File: config.mk
export PLATFORM = sky130hd
export DESIGN_NAME = mem_req_bridge
export DESIGN_NICKNAME = d
export VERILOG_FILES = /design/src/rtl/mem_req_bridge_pkg.sv /design/src/rtl/mem_req_bridge.sv
export SDC_FILE = /design/constraint.sdc
export NUM_CORES = 1
export LEC_CHECK = 0
export CAP_MARGIN = 20
export CORE_UTILIZATION = 40
export CTS_CLUSTER_SIZE = 10
export DETAILED_ROUTE_END_ITERATION = 10
export DONT_BUFFER_PORTS = 1
export PLACE_DENSITY_LB_ADDON = 0.08
export SYNTH_ARGS = -nofsm -noshare
export SYNTH_HDL_FRONTEND = slang
export SYNTH_SLANG_ARGS = --single-unit
File: constraint.sdc
create_clock -name clk -period 2.36 [get_ports clk]
set_clock_uncertainty 0.2 [all_clocks]
set_input_delay 0.354 -clock clk [delete_from_list [all_inputs] [get_ports clk]]
set_output_delay 0.354 -clock clk [all_outputs]
set_load 0.02 [all_outputs]
File: src/rtl/mem_req_bridge_pkg.sv
// Shared decode constants for the memory-stage path.
// Contents:
//   state_e   - bridge FSM states
//   SZ_*      - access size encodings, shared with the controller
//   bus_size  - maps the reserved size code to a word access
package mem_req_bridge_pkg;

  typedef enum logic [1:0] {
    IDLE = 2'd0,
    REQ  = 2'd1,
    WAIT = 2'd2,
    DONE = 2'd3
  } state_e;

  localparam logic [1:0] SZ_BYTE = 2'd0;
  localparam logic [1:0] SZ_HALF = 2'd1;
  localparam logic [1:0] SZ_WORD = 2'd2;

  function automatic logic [1:0] bus_size(input logic [1:0] sz);
    return (sz == 2'd3) ? SZ_WORD : sz;
  endfunction

endpackage

File: src/rtl/mem_req_bridge.sv
// Memory-stage request bridge: turns one pipeline memory access into exactly
// one req/addr_ok/data_ok bus transaction, stalls the pipeline while it is
// outstanding and returns load data.
//
// state | meaning
// IDLE  | no transaction; launches one when memen_m & ~flush_m
// REQ   | req high, payload held until addr_ok
// WAIT  | address accepted, waiting for data_ok
// DONE  | access complete, stall released; held here while hold_m
//
// Ports:
//   clk, rst                      clock, asynchronous active-low reset
//   memen_m, memwrite_m, size_m,
//   addr_m, wdata_m               memory-stage access request
//   flush_m, hold_m               memory-stage flush / external hold
//   stall_o, rdata_o              pipeline stall, load data (valid in DONE)
//   req, wr, size, addr, wdata    bus request channel
//   addr_ok, data_ok, rdata       bus handshake and read data
module mem_req_bridge
  import mem_req_bridge_pkg::*;
#(
  parameter int ADDR_W = 32,
  parameter int DATA_W = 32
) (
  input  logic              clk,
  input  logic              rst,
  input  logic              memen_m,
  input  logic              memwrite_m,
  input  logic [1:0]        size_m,
  input  logic [ADDR_W-1:0] addr_m,
  input  logic [DATA_W-1:0] wdata_m,
  input  logic              flush_m,
  input  logic              hold_m,
  output logic              stall_o,
  output logic [DATA_W-1:0] rdata_o,
  output logic              req,
  output logic              wr,
  output logic [1:0]        size,
  output logic [ADDR_W-1:0] addr,
  output logic [DATA_W-1:0] wdata,
  input  logic              addr_ok,
  input  logic              data_ok,
  input  logic [DATA_W-1:0] rdata
);

  state_e            state_q, state_d;
  logic              wr_q, wr_d;
  logic [1:0]        size_q, size_d;
  logic [ADDR_W-1:0] addr_q, addr_d;
  logic [DATA_W-1:0] wdata_q, wdata_d;
  logic [DATA_W-1:0] rdata_q, rdata_d;
  logic              cancel_q, cancel_d;
  logic              launch;

  assign launch = (state_q == IDLE) && memen_m && !flush_m;

  always_ff @(posedge clk or negedge rst) begin
    if (!rst) begin
      state_q <= IDLE;
    end else begin
      state_q <= state_d;
    end
  end

  // A cancelled transaction still completes on the bus, but returns to IDLE
  // instead of DONE so the flushed instruction never sees its result.
  always_comb begin
    state_d = state_q;
    unique case (state_q)
      IDLE: if (launch) state_d = REQ;
      REQ:  if (addr_ok) state_d = WAIT;
      WAIT: if (data_ok) state_d = cancel_q ? IDLE : DONE;
      DONE: if (!hold_m) state_d = IDLE;
      default: state_d = IDLE;
    endcase
  end

  always_comb begin
    req     = (state_q == REQ);
    stall_o = launch || (state_q == REQ) || (state_q == WAIT);
  end

  always_comb begin
    wr_d     = wr_q;
    size_d   = size_q;
    addr_d   = addr_q;
    wdata_d  = wdata_q;
    cancel_d = cancel_q;
    rdata_d  = rdata_q;
    if (launch) begin
      wr_d     = memwrite_m;
      size_d   = bus_size(size_m);
      addr_d   = addr_m;
      wdata_d  = wdata_m;
      cancel_d = 1'b0;
    end else if (((state_q == REQ) || (state_q == WAIT)) && flush_m) begin
      cancel_d = 1'b1;
    end
    if ((state_q == WAIT) && data_ok && !cancel_q && !wr_q) begin
      rdata_d = rdata;
    end
  end

  always_ff @(posedge clk or negedge rst) begin
    if (!rst) begin
      wr_q     <= 1'b0;
      size_q   <= 2'd0;
      addr_q   <= '0;
      wdata_q  <= '0;
      rdata_q  <= '0;
      cancel_q <= 1'b0;
    end else begin
      wr_q     <= wr_d;
      size_q   <= size_d;
      addr_q   <= addr_d;
      wdata_q  <= wdata_d;
      rdata_q  <= rdata_d;
      cancel_q <= cancel_d;
    end
  end

  assign wr      = wr_q;
  assign size    = size_q;
  assign addr    = addr_q;
  assign wdata   = wdata_q;
  assign rdata_o = rdata_q;

endmodule

==> Flow_metrics.wiki <==
{| class="wikitable"
! Metric !! Value
|-
| Post-synthesis cell type count || 21
|-
| Xor and xnor fraction of the mapped netlist area || 0
|-
| Cell area after layout || approximately 5300 µm²
|-
| Post-route non-filler standard cell count || 607
|-
| Critical path buffers and inverters || 1
|-
| Height of the die || 102 µm
|-
| Synth cell count leaders || sky130_fd_sc_hd__nand2_1 (199), sky130_fd_sc_hd__dfrtp_1 (102), sky130_fd_sc_hd__mux2_1 (32)
|-
| Total wire length || ~9.5 mm
|-
| Highest net fanout along the worst path || 5
|-
| Area of the core || 9420 µm²
|-
| Dpl cells || 491
|-
| Cts hold-fix bufs || 100
|-
| Total via count after detailed routing || 2900
|-
| Top achievable clock speed || approximately 0.44 GHz
|-
| Initial antenna violation count || 0
|-
| Cell types occupying the most area after synthesis || sky130_fd_sc_hd__dfrtp_1 (64%), sky130_fd_sc_hd__nand2_1 (19%), sky130_fd_sc_hd__mux2_1 (9.1%), sky130_fd_sc_hd__ha_1 (1.6%), sky130_fd_sc_hd__buf_2 (0.88%)
|-
| Worst-Margin Slew || 707 ps
|-
| Number of global-route vias before repair || ~3000
|-
| Max-slew violation total from the final report || 0
|-
| Largest family of logic cells by synthesized area || simple AND/OR/NAND/NOR gates
|-
| Number of setup violations in the final report || 0
|-
| Share of the clock period used by the worst path || 0.957
|-
| Cell Pwr Density || 1220 nW/µm²
|-
| Setup repair after global routing missed its margin || no
|-
| Clock latency on the worst-skew pair || approximately 350 ps
|-
| Syn-to-layout area delta || 32.9%
|-
| #FFs+latches synth || slightly above 100
|-
| Net count after synthesis || 487
|-
| Hold Violations, Final || 102
|-
| Number of detailed-routing iterations run before antenna repair || 4
|-
| Synthesized area || 3960 µm²
|-
| N_diodes || 0
|-
| Classification of the worst setup path || flip-flop to primary output
|-
| MaxCap Viol Count || 0
|-
| Critical path startpoint category || flip-flop
|-
| TritonCTS clock tree || yes
|-
| Synthesized area per cell || between 10 and 15 µm²
|-
| Hold slack final || -528 ps
|-
| Capturing element type of the critical path || primary output
|-
| Number of sinks driven by the clock tree || 102
|-
| Clock root cell || sky130_fd_sc_hd__clkbuf_8
|-
| Prevailing post-synth register cell || sky130_fd_sc_hd__dfrtp_1
|-
| Placer's final routability congestion estimate || 0.807
|-
| Share of synthesized registers carrying an async set or reset || 1.00
|-
| Outcome || complete, but fails checks
|-
| Library cell occupying the most area in the post-synthesis netlist || sky130_fd_sc_hd__dfrtp_1
|-
| Avg WL per Cell || between 15 and 20 µm
|-
| Wire length of the first global-routing pass || 14.6 mm
|-
| Share of post-route cells with drive strength above 1 || 0.0502
|-
| Slowest cell on the critical path || sky130_fd_sc_hd__dfrtp_1
|-
| Ordered cell list for the critical path || inv_1 -> ha_2 -> and3b_2 -> or3_4
|-
| Number of instances in the synthesized netlist || 376
|-
| CP required || roughly 1800 ps
|-
| CP top delay family || simple AND/OR/NAND/NOR gates
|-
| Number of enable flip-flop cells after synthesis || 0
|-
| Fraction of the mapped netlist area in simple logic gates || 0.210
|-
| Largest vdd supply drop || 0.000634 V
|-
| Final routed DRC violation total || 0
|-
| Number of buffers added by the clock tree synthesis step || 9
|-
| Mean number of vias per cell || 4.78
|-
| Effective utilization at floorplan || 0.421
|-
| Area share of fa/ha/maj cells after synthesis || 0.0158
|-
| Fraction of the yosys area taken by sequential cells || 0.644
|-
| Clock edge transition at the registers on the reported setup and hold paths || around 100 ps
|-
| Die width || about 100 µm
|-
| Number of nets still failing antenna checks after routing || 0
|-
| Static Leakage || 2.60 nW
|-
| Library cell with the highest instance count after synthesis || sky130_fd_sc_hd__nand2_1
|-
| Pin count of the biggest net entering global routing || 103
|-
| Synthesis warning total || 0
|-
| Total global routing track utilization || 0.187
|-
| Number of violations reported at the end of detailed-routing iteration 0 || 79
|-
| Slew headroom || 0.529
|-
| Share of Yosys cell area claimed by the top area cell type || 0.644
|-
| Overall die area || 10300 µm²
|-
| Failing checks || negative hold slack
|-
| Placement-stage cell area || 4090 µm²
|-
| Floorplan row count || 35
|-
| I/O Buffers || 0
|-
| Arrival time of data at the critical path endpoint || 1700 ps
|-
| CP max stage delay || 410 ps
|-
| Share of cell area taken by muxes after synthesis || 0.0909
|-
| Aggregate negative setup slack || 0 ps
|-
| Number of buffers on the longest clock path || 2
|-
| Class of the worst hold path || input port to async pin
|-
| Area fraction in compound gates after synthesis || 0.0139
|-
| Total congestion overflow after global routing || 0
|-
| Minimum clock period after layout || about 2300 ps
|-
| Post-layout net count || 585
|-
| Htree depth || 3
|-
| Detail Placement HPWL || 5.57 mm
|-
| Number of top-level design ports || a little over 200
|}
[sequential cells by signal, indices dropped and copies added (netlist names)]
register  count
addr         32
rdata_o      32
wdata        32
size          2
state_q       2
cancel_q      1
wr            1
[layout make-up]
cell class,instances,area (µm²)
inverter,3,11.3
fill,797,4150
clock inverter,4,33.8
tap,129,161
timing repair buffer,105,1050
multi-input combinational,253,1330
clock buffer,11,131
sequential,102,2550
[logic make-up after synthesis]
group,count (synthesis)
AOI/OAI and AO/OA,6
and+or+nand+nor,210
muxes,32
DFF,102
buffers and inverters,21
adders and majority gates,5
[metrics by stage]
| step | hold slack, ps | setup WS (ps) | total power [mW] | util |
|---|---|---|---|---|
| after detailed placement | -140 | 311 | 5.33 | 0.434 |
| after floorplan | -142 | 201 | 4.95 | - |
| final | -528 | 102 | 6.45 | 0.559 |
| after CTS | -544 | 16.6 | 6.47 | 0.559 |
| after global placement | -140 | 377 | 5.28 | 0.434 |
| after global routing | -560 | 9.59 | 6.87 | 0.559 |
[routing by layer]
layer | track usage | wire [µm]
met1 | 0.214 | 3720
met2 | 0.314 | 4720
met4 | 0.0803 | 190
met3 | 0.0690 | 875
met5 | 0 | 0
[final timing paths]
kind	start	endpoint	slack, ps	cells after the start
max	state_q[1]$_DFFE_PN0P_	stall_o	100	4
min	rst	rdata_o[13]$_DFFE_PN0P_	-530	0
max reg2reg	state_q[0]$_DFFE_PN0P_	rdata_o[27]$_DFFE_PN0P_	330	6
min reg2reg	cancel_q$_DFFE_PN0P_	cancel_q$_DFFE_PN0P_	300	2
max in group asynchronous	rst	addr[22]$_DFFE_PN0P_	2340	0
min in group clk	memen_m	state_q[0]$_DFFE_PN0P_	120	4
[placed cells by master, fill, tap and decap left out, drive strengths merged]
cell	n
dfrtp	102
ha	5
clkbuf	11
o21ai	1
dlygate4sd3	100
inv	4
mux2	32
nand2b	2
nand2	199
clkinvlp	1
nor2	2
a2111oi	1
clkinv	2
buf	5
or3	1
a21oi	2
and2	1
and3b	1
nand3b	1
a31oi	2
nor3b	1
nor2b	2
[power by group]
part           internal [mW]  switching [mW]
sequential              2.56            1.61
combinational          0.630           0.680
clock                  0.387           0.580
total                   3.58            2.87
[repair_timing]
action | in CTS | in global routing
buffers inserted | 1 | 0
resized for setup | 1 | 1
hold endpoints to repair | 202 | 102
setup endpoints to repair | 1 | 1
No activity file was read; power rests on OpenSTA's default activity.
